[src/rtl/bg_row_streamer.sv]
// Per-frame background row generator: solid, board grid, checker or border, streamed one row per handshake.
// Optional BG_AUTO_REPEAT_EN: restart row 0 after each frame and apply start requests at frame boundaries.
module bg_row_streamer #(
  parameter int ROWS      = 40,
  parameter int ROW_BITS  = 256,
  parameter int LINE_W    = 2,
  parameter int CELL_LOG2 = 3
) (
  input  logic                      clk,
  input  logic                      rst,
  input  logic                      start,
  input  logic [1:0]                mode,
  input  logic                      fill,
  input  logic                      row_ready,
  output logic                      row_valid,
  output logic [0:ROW_BITS-1]       row_data,
  output logic [$clog2(ROWS)-1:0]   row_idx,
  output logic                      sof,
  output logic                      eof,
  output logic                      busy,
  output logic                      frame_done
);

  localparam int IDX_W = $clog2(ROWS);
  localparam int R1    = ROWS / 3;
  localparam int R2    = 2 * ROWS / 3;
  localparam int C1    = ROW_BITS / 3;
  localparam int C2    = 2 * ROW_BITS / 3;
  localparam logic [IDX_W-1:0] LAST = IDX_W'(ROWS - 1);

  typedef enum logic {IDLE, STREAM} state_t;

  function automatic logic [0:ROW_BITS-1] pattern_row(input logic [1:0] m, input logic f,
                                                      input int r);
    logic [0:ROW_BITS-1] v;
    logic                row_line;
    v        = '0;
    row_line = (r >= R1 && r < R1 + LINE_W) || (r >= R2 && r < R2 + LINE_W);
    for (int c = 0; c < ROW_BITS; c++) begin
      case (m)
        2'd0: v[c] = f;
        2'd1: v[c] = row_line || (c >= C1 && c < C1 + LINE_W) || (c >= C2 && c < C2 + LINE_W);
        2'd2: v[c] = (((r >> CELL_LOG2) ^ (c >> CELL_LOG2)) & 1) != 0;
        default: v[c] = (r == 0) || (r == ROWS - 1) || (c == 0) || (c == ROW_BITS - 1);
      endcase
    end
    return v;
  endfunction

  state_t              state_q, state_d;
  logic [1:0]          mode_q, mode_d;
  logic                fill_q, fill_d;
  logic                row_valid_q, row_valid_d;
  logic [0:ROW_BITS-1] row_data_q, row_data_d;
  logic [IDX_W-1:0]    row_idx_q, row_idx_d;
  logic [IDX_W-1:0]    idx_inc;
  logic                sof_q, sof_d;
  logic                eof_q, eof_d;
  logic                busy_q, busy_d;
  logic                frame_done_q, frame_done_d;
`ifdef BG_AUTO_REPEAT_EN
  logic                pend_q, pend_d;
  logic [1:0]          pend_mode_q, pend_mode_d;
  logic                pend_fill_q, pend_fill_d;
  logic [1:0]          new_mode;
  logic                new_fill;
`endif

  always_comb begin
    state_d      = state_q;
    mode_d       = mode_q;
    fill_d       = fill_q;
    row_valid_d  = row_valid_q;
    row_data_d   = row_data_q;
    row_idx_d    = row_idx_q;
    sof_d        = sof_q;
    eof_d        = eof_q;
    busy_d       = busy_q;
    frame_done_d = 1'b0;
    idx_inc      = row_idx_q + 1'b1;
`ifdef BG_AUTO_REPEAT_EN
    pend_d       = pend_q;
    pend_mode_d  = pend_mode_q;
    pend_fill_d  = pend_fill_q;
    new_mode     = start ? mode : (pend_q ? pend_mode_q : mode_q);
    new_fill     = start ? fill : (pend_q ? pend_fill_q : fill_q);
`endif
    case (state_q)
      IDLE: begin
        if (start) begin
          state_d     = STREAM;
          mode_d      = mode;
          fill_d      = fill;
          row_valid_d = 1'b1;
          row_idx_d   = '0;
          sof_d       = 1'b1;
          eof_d       = (LAST == '0);
          busy_d      = 1'b1;
          row_data_d  = pattern_row(mode, fill, 0);
        end
      end
      default: begin
`ifdef BG_AUTO_REPEAT_EN
        if (start) begin
          pend_d      = 1'b1;
          pend_mode_d = mode;
          pend_fill_d = fill;
        end
`endif
        if (row_ready) begin
          if (row_idx_q == LAST) begin
            frame_done_d = 1'b1;
`ifdef BG_AUTO_REPEAT_EN
            // Wrap straight into row 0 of the next frame; any pending request takes effect here.
            pend_d      = 1'b0;
            mode_d      = new_mode;
            fill_d      = new_fill;
            row_idx_d   = '0;
            sof_d       = 1'b1;
            eof_d       = (LAST == '0);
            row_data_d  = pattern_row(new_mode, new_fill, 0);
`else
            state_d     = IDLE;
            row_valid_d = 1'b0;
            row_idx_d   = '0;
            row_data_d  = '0;
            sof_d       = 1'b0;
            eof_d       = 1'b0;
            busy_d      = 1'b0;
`endif
          end else begin
            row_idx_d  = idx_inc;
            sof_d      = 1'b0;
            eof_d      = (idx_inc == LAST);
            row_data_d = pattern_row(mode_q, fill_q, int'(idx_inc));
          end
        end
      end
    endcase
  end

  always_ff @(posedge clk) begin
    if (rst) begin
      state_q      <= IDLE;
      mode_q       <= 2'd0;
      fill_q       <= 1'b0;
      row_valid_q  <= 1'b0;
      row_data_q   <= '0;
      row_idx_q    <= '0;
      sof_q        <= 1'b0;
      eof_q        <= 1'b0;
      busy_q       <= 1'b0;
      frame_done_q <= 1'b0;
`ifdef BG_AUTO_REPEAT_EN
      pend_q       <= 1'b0;
      pend_mode_q  <= 2'd0;
      pend_fill_q  <= 1'b0;
`endif
    end else begin
      state_q      <= state_d;
      mode_q       <= mode_d;
      fill_q       <= fill_d;
      row_valid_q  <= row_valid_d;
      row_data_q   <= row_data_d;
      row_idx_q    <= row_idx_d;
      sof_q        <= sof_d;
      eof_q        <= eof_d;
      busy_q       <= busy_d;
      frame_done_q <= frame_done_d;
`ifdef BG_AUTO_REPEAT_EN
      pend_q       <= pend_d;
      pend_mode_q  <= pend_mode_d;
      pend_fill_q  <= pend_fill_d;
`endif
    end
  end

  assign row_valid  = row_valid_q;
  assign row_data   = row_data_q;
  assign row_idx    = row_idx_q;
  assign sof        = sof_q;
  assign eof        = eof_q;
  assign busy       = busy_q;
  assign frame_done = frame_done_q;

endmodule

[config.mk]
export PLATFORM = sky130hd
export DESIGN_NAME = bg_row_streamer
export DESIGN_NICKNAME = d
export VERILOG_FILES = /design/src/rtl/bg_row_streamer.sv
export SDC_FILE = /design/constraint.sdc
export NUM_CORES = 1
export LEC_CHECK = 0
export CAP_MARGIN = 15
export CORE_MARGIN = 5
export CORE_UTILIZATION = 34
export CTS_CLUSTER_DIAMETER = 200
export DETAILED_ROUTE_END_ITERATION = 16
export PLACE_DENSITY = 0.9
export SETUP_SLACK_MARGIN = 0.15
export SYNTH_ARGS = -nofsm -noshare
export SYNTH_HDL_FRONTEND = slang
export SYNTH_SLANG_ARGS = --single-unit
[constraint.sdc]
create_clock -name clk -period 8 [get_ports clk]
set_input_delay 0.8 -clock clk [delete_from_list [all_inputs] [get_ports clk]]
set_output_delay 0.8 -clock clk [all_outputs]
set_load 0.03 [all_outputs]
# Word level (Yosys, flattened, before mapping)

Cells that the tools add are included.

Register bits: 270
Bits in latches: 0
Memory bits (writable): 0
ROM bits: 0
Output and inout bits: 267
Memories: 0

Add/subtract/negate cells: 1
Multipliers: 0
Divide/modulo/power cells: 0
$lt $le $gt $ge: 4
Equal/unequal tests: 9
Shifts and indexed selects: 0
Muxes and demuxes: 44
Bitwise operators: 14
Reduce and logical (&&, ||, !) cells: 13

Operators with widths:

| kind                                                                                | number |
|---|---|
| 256-bit two-way mux                                                                 | 4 |
| 1-bit one-hot mux with 3 select lines                                               | 17 |
| 6-bit two-way mux                                                                   | 4 |
| 6-bit equality test, second input constant                                          | 3 |
| 1-bit two-way mux                                                                   | 16 |
| 1-bit NOT                                                                           | 14 |
| 6-bit by 1-bit adder with 6-bit output, second input constant                       | 1 |
| 6-bit by 4-bit greater-or-equal comparator with 1-bit output, second input constant | 1 |
| 6-bit by 5-bit greater-or-equal comparator with 1-bit output, second input constant | 1 |
| 6-bit logical NOT                                                                   | 1 |
| 6-bit by 4-bit less-than comparator with 1-bit output, second input constant        | 1 |
| 6-bit by 5-bit less-than comparator with 1-bit output, second input constant        | 1 |
| 1-bit one-hot mux with 2 select lines                                               | 3 |
| 2-bit by 1-bit equality test with 1-bit output, second input constant               | 2 |
| 2-bit equality test, second input constant                                          | 2 |
| 2-bit logical NOT                                                                   | 2 |
| 2-bit AND reduction                                                                 | 2 |
| 3-bit AND reduction                                                                 | 1 |
| 3-bit OR reduction                                                                  | 1 |
| 1-bit logical AND                                                                   | 2 |
| 1-bit logical OR                                                                    | 2 |
| 2-bit by 1-bit inequality test with 1-bit output, second input constant             | 1 |
| 2-bit inequality test, second input constant                                        | 1 |
| 2-bit nonzero test                                                                  | 1 |
| 2-bit OR reduction                                                                  | 1 |

# Longest topological paths before layout

Gate-level depths: netlist of run 1.

Word-level depth: 8
Mapped depth: 8
Mapped depth without buffers: 8

# Worst setup path before layout of run 1

Ideal clock, no wire load.

Path type: reg2out
Start point: register, netlist name row_data[1]
End point: output port row_data[100] in the netlist's numbering
Arrival time: 2.944 ns
Data required time: 7.200 ns
Setup slack: 4.256 ns
Cell stages (with the launch flop): 2
Buffers on the path: 1
Cells stage by stage: dfxtp_1 -> buf_4

RTL lines:

| what          | RTL line | source |
|---|---|---|
| end, declared | 16       | `output logic [0:ROW_BITS-1] row_data,` |

==> results.md, run 1 <==
* CP delay by family, top: flip-flops
* Hold WC Path Type: reg2reg
* CP peak stage delay at 1.00 ns
* Synth Area in XOR/XNOR at 1.116%
* CTS clk-pin slew, worst paths at 0.07 ns
* Site row count at 35
* Setup violators final at 0
* CP Class: reg2out
* Compound-Gate Fraction of Synth Area at 9.008%
* Clock Sinks at 20
* FFs w/ async S/R, synth at 0%
* Layout Nets at 436
* Startpoint Class: flip-flop
* Post-Syn Nets at 420
* Outcome: completed
* R2r setup slk at 5.64 ns
* Pwr dens at 185.2 nW/µm²
* H-tree depth at 1
* Die area at 11260 µm²
* Clock skew at 0.003250 ns
* Vias in the first global route at 1946
* Routed wire per std cell at 14.36 µm
* Number of gates resized after CTS at 0
* Die height at 106.1 µm
* Largest net degree at the start of global routing at 127
* Fillcell total at 865
* Diode count at 0
* Io pins at 274
* Initial antenna violation count at 0
* RSZ-0062 raised after global routing: no
* Root Driver: clkbuf_8
* #FFs+latches synth at 20
* Largest family of logic cells by synthesized area: buffers and inverters
* Most common cell in the netlist: buf_4
* M3 GR Usage at 2.186%
* Post-DRT Antenna Nets at 0
* Total CTS buffers at 3
* Cells after synthesis at 405
* Total number of vias at 2112
* YS warnings at 0
* CTS Buffer Depth at 2
* Synth top area share at 60.74%
* PortBufs at 273
* Setup crit start: row_data[1]
* Synth area leader: buf_4
* Synth Flop Type: dfxtp_1
* Drt via density at 3.977
* Post-synthesis cell type count at 43
* Crit path buf inv count at 1
* GRT Resource Usage Total at 11.25%
* Worst EP arrival at 2.21 ns
* Post-synth EDFFs at 0
* DP Wirelength at 6014 µm
* Drt pass-1 iters at 6
* Syn_area_per_cell at 7.751 µm²
* Hold Vio Cnt, Final at 0
* Period utilization at 37.57%
* Crit end category: output pin
* Detailed Route WL at 7624 µm
* Die Wd at 106.1 µm
* Worst Path Max Fanout at 126
* Initial DRC Count at 79
* Initial Util at 34.46%
* Met1 usage at 11.00%
* Worst-margin pin slew at 1.045 ns
* Post-place setup slack at 5.078 ns
* Hold Buf Count CTS at 0
* Cell Chain, Critical Path: clkdlybuf4s50_1
* Crit path to: row_data[54]
* P&R area growth vs syn at 31.33%
* Ranking of synthesized cells by area: buf_4 61%, dfxtp_1 13%, ha_1 3.2%
* Setup ws final at 4.994 ns
* Clk Latency, worst-skew pair at 0.25 ns
* Max Cap Viol at 0
* Core area at 9109 µm²
* Min cycle time layout at 3.006 ns
* Met2 GRT Util at 23.77%
* CP required at 7.20 ns
* Worst rel slew slack at 30.32%
* Post-Synth Simple-Gate Area at 10.44%
* Share of cells above drive strength 1 at 4.048%
* Final Max Slew Viols at 0
* DRC viols at 0
* Gr ovfl total at 0
* Max VDD drop at 0.1052 mV
* Global-route wire length before repair at 10780 µm
* Path depth of the worst reg2reg path at 6
* Max Freq at 332.7 MHz
* RR Startpoint: row_idx[0]
* Post-synth top cells: 254 x buf_4, 22 x nor2_1, 20 x dfxtp_1, 12 x a21oi_1, 10 x nand2_1
* Register area share after synthesis at 12.75%
* Final setup TNS at 0 ns
* Stages on worst setup path at 1
* Mapped Area at 3139 µm²
* Post-CTS Setup Inserts at 0
* R2r endpoint: row_data[85]
* Leakage power at 1.476 nW
* CTS tree: done
* GR peak layer: met2
* RePlAce Congestion at 0.8338
* CP max stage cell: dfxtp_4
* Post-synthesis adder-cell area fraction at 3.189%
* Mux contribution to synthesized area at 0.9566%
## cell families after synthesis
family | count (synthesis)
flip-flops | 20
AO/OA/AOI/OAI | 40
multiplexers | 3
AND/OR/NAND/NOR | 62
adder cells (fa/ha/maj) | 8
XOR/XNOR | 4
buffers and inverters | 268
## power breakdown
part / leakage [nW] / switching (mW) / internal [mW] / total, mW
registers: 0.165 / 0.0335 / 0.105 / 0.139
logic: 1.29 / 0.338 / 0.222 / 0.560
clock network: 0.0231 / 0.0309 / 0.0341 / 0.0649
## metal layers
layer | vias up | share of wire [%]
met5 | - | 0
met4 | 0 | 1.0
met3 | 12 | 6.9
met2 | 114 | 56
met1 | 910 | 36
li1 | 1076 | -
## flip-flops by register name, summed over array words and instances, names as in the netlist
signal,cells
fill_q,1
frame_done,1
sof,1
mode_q,2
busy,1
row_data,6
row_idx,6
eof,1
state_q,1
## worst min path at each step
stage	start	endpoint	slack, ns	cells past startpoint
final	eof	eof	0.47	2
after global routing	eof	eof	0.49	2
after CTS	eof	eof	0.47	2
after detailed placement	eof	eof	0.46	2
after global placement	eof	eof	0.45	2
after floorplan	fill_q	fill_q	0.48	2
## stage by stage
| stage | power, mW | util [%] | instance area, µm² | instances | hold WS (ns) |
|---|---|---|---|---|---|
| 2_1_floorplan | 0.6366 | - | 3139 | 405 | 0.4758 |
| 3_3_place_gp | 0.6989 | 44.77 | 4078 | 527 | 0.4490 |
| 3_5_place_dp | 0.7070 | 44.77 | 4078 | 527 | 0.4633 |
| 4_1_cts | 0.7725 | 45.26 | 4123 | 531 | 0.4730 |
| 5_1_grt | 0.7920 | 45.26 | 4123 | 531 | 0.4902 |
| 6_report | 0.7637 | 45.26 | 4123 | 531 | 0.4706 |
## layout make-up
class	instances	area (µm²)	area share, %
Tap cell	111	138.9	3.369
Clock inverter	1	3.754	0.09105
Multi-Input combinational cell	117	775.7	18.82
Timing Repair Buffer	273	2733	66.28
Sequential cell	20	407.9	9.894
Inverter	6	22.52	0.5463
Clock buffer	3	41.29	1.002
## layout by cell type, fill, tap and decap left out, types with 6 or more instances in the layout
master / netlist / final
dfxtp_1: 20 / 18
inv_1: 6 / 6
ha_1: 8 / 8
nor2_1: 22 / 22
nor2b_1: 6 / 6
o21ai_0: 7 / 7
nand2_1: 10 / 10
clkdlybuf4s50_1: 0 / 273
nor3_1: 6 / 6
a21oi_1: 12 / 12
Note: power is estimated with default switching activity, not from simulation.
==> run 2: changes to the inputs <==
Settings changed: CORE_UTILIZATION 34 to 33, PLACE_DENSITY 0.9 to 0.88.
Clock period 8 ns to 2.8 ns, I/O delays scaled along.
==> run 2 against run 1 <==
Effect of this change:
- clock-buffer cell count rose by 1
- largest cell class unchanged
- final area increased by 2.1%
- critical path depth is 5 higher
- clock power grew to 3.5 times the previous value
==> results.md, run 2 (same netlist as run 1, synthesis figures left out) <==
* H-tree depth at 1
* RePlAce Congestion at 0.8999
* Initial antenna violation count at 0
* Clock Sinks at 20
* Setup violators final at 0
* Share of cells above drive strength 1 at 5.189%
* DRC viols at 0
* Global-route wire length before repair at 10760 µm
* Number of gates resized after CTS at 0
* Worst EP arrival at 2.51 ns
* RR Startpoint: row_idx[0]
* CP delay by family, top: compound AO/OA/AOI/OAI gates
* Worst Path Max Fanout at 10
* P&R area growth vs syn at 34.12%
* Max Freq at 429.0 MHz
* Final setup TNS at 0 ns
* Max Cap Viol at 0
* CP peak stage delay at 0.53 ns
* RSZ-0062 raised after global routing: no
* Outcome: completed
* Largest net degree at the start of global routing at 127
* Diode count at 0
* CP Class: reg2reg
* Min cycle time layout at 2.331 ns
* DP Wirelength at 6307 µm
* CP max stage cell: dfxtp_1
* PortBufs at 273
* Initial DRC Count at 70
* Cell Chain, Critical Path: ha_1 -> xor2_1 -> or4b_4 -> a21oi_4 -> o22ai_1 -> a211oi_2
* Period utilization at 83.25%
* Die Wd at 107.5 µm
* Pwr dens at 532.2 nW/µm²
* Post-CTS Setup Inserts at 0
* Hold Vio Cnt, Final at 0
* Drt via density at 3.826
* Post-DRT Antenna Nets at 0
* GRT Resource Usage Total at 11.05%
* Inst Count DP at 549
* Gr ovfl total at 0
* Fillcell total at 845
* Worst rel slew slack at 46.77%
* Drt pass-1 iters at 4
* CP required at 2.98 ns
* Final Max Slew Viols at 0
* Hold wc startpoint: eof
* Worst-margin pin slew at 0.7960 ns
* Routed wire per std cell at 14.21 µm
* Initial Util at 33.97%
* Hold WC Path Type: reg2reg
* CTS tree: done
* CTS clk-pin slew, worst paths at 0.08 ns
* Crit path buf inv count at 0
* Detailed Route WL at 7858 µm
* Final cell count without fillers at 553
* Site row count at 35
* Io pins at 274
* Max VDD drop at 0.3054 mV
* Leakage power at 1.509 nW
* Hold Buf Count CTS at 0
* Core area at 9240 µm²
* Clock skew at 0.005519 ns
* Layout Nets at 440
* Root Driver: clkbuf_8
* Commonest cells after routing, fill and taps aside: 273 x clkdlybuf4s50_1, 22 x nor2_1, 18 x dfxtp_1
* Clk Latency, worst-skew pair at 0.27 ns
* Die area at 11560 µm²
* Startpoint Class: flip-flop
* CTS Buffer Depth at 2
* Total number of vias at 2116
* Crit end category: flip-flop
* Setup crit start: row_idx[0]
* Die height at 107.5 µm
* Commonest non-fill, non-tap cell in the layout: clkdlybuf4s50_1
* Vias in the first global route at 1879
* Total CTS buffers at 3
[run 2: layout make-up]
type,count,area (µm²),area share (%)
clock buffers,4,55.05,1.308
inverters,6,22.52,0.5349
multi-input cells,117,775.7,18.42
flip-flops and latches,20,407.9,9.688
well taps,129,161.4,3.834
repair buffers,277,2788,66.21
[run 2: path summary, 6_finish.rpt]
path                            cells after the start  slack [ns]           end
worst max-delay path                                6        0.47  row_data[85]
worst min-delay path                                2        0.46           eof
worst max register to register                      6        0.47  row_data[85]
worst min register to register                      2        0.46           eof
[run 2: metrics by stage]
step / hold WS, ns / instance area, µm² / total power [mW] / worst slack [ns] / util, %
after floorplan: 0.4273 / 3142 / 1.766 / 0.6342 / -
after global placement: 0.4463 / 4155 / 2.014 / 0.6194 / 44.97
after detailed placement: 0.4501 / 4155 / 2.039 / 0.4679 / 44.97
after CTS: 0.4649 / 4210 / 2.261 / 0.4815 / 45.57
after global routing: 0.4936 / 4210 / 2.319 / 0.2743 / 45.57
final: 0.4617 / 4210 / 2.241 / 0.4690 / 45.57
[run 2: worst min-delay path: stages (launching register included)]
cell,delay (ns)
dfxtp_1,0.32
nand2_1,0.05
a21oi_1,0.05
[run 2: where the power goes]
group          total (mW)  internal [mW]  switching, mW
sequential          0.317          0.300         0.0167
combinational        1.70          0.646           1.05
clock               0.227          0.125          0.102
total                2.24           1.07           1.17
[run 2: layer usage]
layer  GRT usage, %  share of wire, %  vias to the layer above
li1               -                 -                     1082
met2          22.87                55                      111
met1          10.64                34                      914
met4          2.344               1.0                        0
met5              0                 0                        -
met3          2.939               9.9                        9
==> run 3: changes to the inputs <==
Clock period 2.8 ns to 2.2 ns, I/O delays scaled along.
==> run 3 against run 2 <==
Effect of this change:
- global-route usage is 0.28 points higher
- worst hold slack about the same
- register-to-register slack worse by 0.25 ns
- setup slack got worse by 0.25 ns
- routed wire length increased by 5.0%
- via count is 1.9% higher
- cell count rose by 0.72%
- fmax grew 18%
- final area rose by 0.48%
- non-clock buffer count is 4 higher
- highest routed layer unchanged
- clock skew is 0.0028 ns lower
==> results.md, run 3 (same netlist as run 1, synthesis figures left out) <==
* Drt pass-1 iters at 4
* CTS Buffer Depth at 2
* Site row count at 35
* Outcome: completed
* Drt via density at 3.871
* Worst EP arrival at 2.16 ns
* DP Wirelength at 6460 µm
* Comb pwr share at 74.2%
* Inst Count DP at 553
* H-tree depth at 1
* Clock skew at 0.002706 ns
* Flop pwr share at 15.4%
* Hold WC Path Type: reg2reg
* CP required at 2.38 ns
* Routed wire per std cell at 14.82 µm
* Total CTS buffers at 3
* Worst rel slew slack at 47.87%
* Cell Chain, Critical Path: ha_1 -> xor2_1 -> or4b_4 -> a21oi_4 -> o22ai_1 -> a211oi_2
* Fillcell total at 915
* Die Wd at 107.5 µm
* Worst Path Max Fanout at 10
* Diode count at 0
* Die area at 11560 µm²
* Vias in the first global route at 1896
* P&R area growth vs syn at 34.75%
* Hold slack at 0.4617 ns
* Hold Vio Cnt, Final at 0
* Period utilization at 89.88%
* Leakage power at 2.498 nW
* CTS clk-pin slew, worst paths at 0.07 ns
* Max Freq at 505.7 MHz
* Startpoint Class: flip-flop
* Sw Pwr at 1.480 mW
* Clock share of power at 10.4%
* Largest net degree at the start of global routing at 127
* Pwr dens at 641.7 nW/µm²
* Max VDD drop at 0.4185 mV
* DR WL met2 at 4550 µm
* Internal power consumption at 1.235 mW
* Total number of vias at 2156
* Min cycle time layout at 1.977 ns
* Worst-margin pin slew at 0.7795 ns
* PortBufs at 273
* Detailed Route WL at 8252 µm
* RSZ-0062 raised after global routing: yes
* DP Area at 4190 µm²
* Io pins at 274
* Final Util at 45.78%
* CTS tree: done
* Commonest cells after routing, fill and taps aside: 139 x clkdlybuf4s50_1, 94 x dlygate4sd2_1, 40 x dlymetal6s2s_1
* Initial DRC Count at 101
* Layout Nets at 444
* Share of cells above drive strength 1 at 7.009%
* Hold path cells at 2
* Met3 wire length at 752 µm
* Sw frac at 54.52%
* DRC viols at 0
* Core area at 9240 µm²
* Initial Util at 33.97%
* Root Driver: clkbuf_8
* Final instance area at 4230 µm²
* Final Max Slew Viols at 0
* Post-CTS Setup Inserts at 0
* Setup violators final at 0
* Final cell count without fillers at 557
* Initial antenna violation count at 0
* GRT Resource Usage Total at 11.33%
* Commonest non-fill, non-tap cell in the layout: clkdlybuf4s50_1
* Power Total at 2.715 mW
* CP peak stage delay at 0.51 ns
* RePlAce Congestion at 0.8436
* Hold Buf Count CTS at 0
* Global-route wire length before repair at 10910 µm
* Post-DRT Antenna Nets at 0
* CP max stage cell: or4b_4
* Uppermost layer routed: met4
* Max Cap Viol at 0
* Crit end category: flip-flop
* CP Class: reg2reg
* Path depth of the worst reg2reg path at 6
* Clock Sinks at 20
* Die height at 107.5 µm
* Metal-1 WL at 2808 µm
* Gr ovfl total at 0
* Clk Latency, worst-skew pair at 0.26 ns
[run 3: cell types whose count changed in the layout (fill, tap and decap cells not counted)]
cell and delta:
dlymetal6s2s_1 +40, dfxtp_4 +1, dfxtp_1 -4, clkdlybuf4s50_1 -134, o21ai_1 +2, dfxtp_2 +3
o21ai_0 -2, buf_4 +4, a21boi_1 +1, dlygate4sd2_1 +94, a21boi_0 -1
[run 3: per-layer routing]
| metal | global-route usage [%] | vias to the layer above |
|---|---|---|
| met5 | 0 | - |
| met4 | 3.066 | 0 |
| met3 | 2.699 | 15 |
| met2 | 23.36 | 113 |
| met1 | 10.90 | 938 |
| li1 | - | 1090 |
[run 3: what timing repair did]
action,4_1_cts,5_1_grt
pin swaps,0,1
gates resized for setup,94,44
gates cloned,0,0
setup endpoints to repair,94,113
[run 3: stage by stage]
step	setup TNS (ns)	setup slack, ns
after global placement	0	0.08331
final	0	0.2226
after CTS	0	0.1868
after detailed placement	-0.04640	-0.03644
after floorplan	0	0.1676
after global routing	0	0.1441
[run 3: path summary, 6_finish.rpt]
kind	to	slack (ns)	start
setup / recovery	row_data[85]	0.22	row_idx[0]
hold / removal	eof	0.46	eof
setup reg to reg	row_data[85]	0.22	row_idx[0]
hold reg to reg	eof	0.46	eof
[run 3: critical path, delay by kind of cell (launching register included)]
kind	cells	cell delay, ns
AO/OA/AOI/OAI	3	0.55
XOR/XNOR	1	0.20
adder cells (fa/ha/maj)	1	0.25
flip-flops	1	0.38
AND/OR/NAND/NOR	1	0.51
[run 3: area by class of cell]
cell class | count | area, µm² | area share, %
Clock buffer | 4 | 55.05 | 1.301
Inverter | 6 | 22.52 | 0.5324
Multi-Input combinational cell | 117 | 775.7 | 18.34
Sequential cell | 20 | 415.4 | 9.820
Tap cell | 129 | 161.4 | 3.815
Timing Repair Buffer | 281 | 2800 | 66.19
[run 3: power groups by stage]
stage	logic [mW]	clock network, mW	registers [mW]
2_1_floorplan	1.73	0	0.522
3_3_place_gp	2.14	0	0.424
3_5_place_dp	2.18	0	0.426
4_1_cts	2.05	0.287	0.418
5_1_grt	2.09	0.308	0.424
6_report	2.01	0.284	0.417
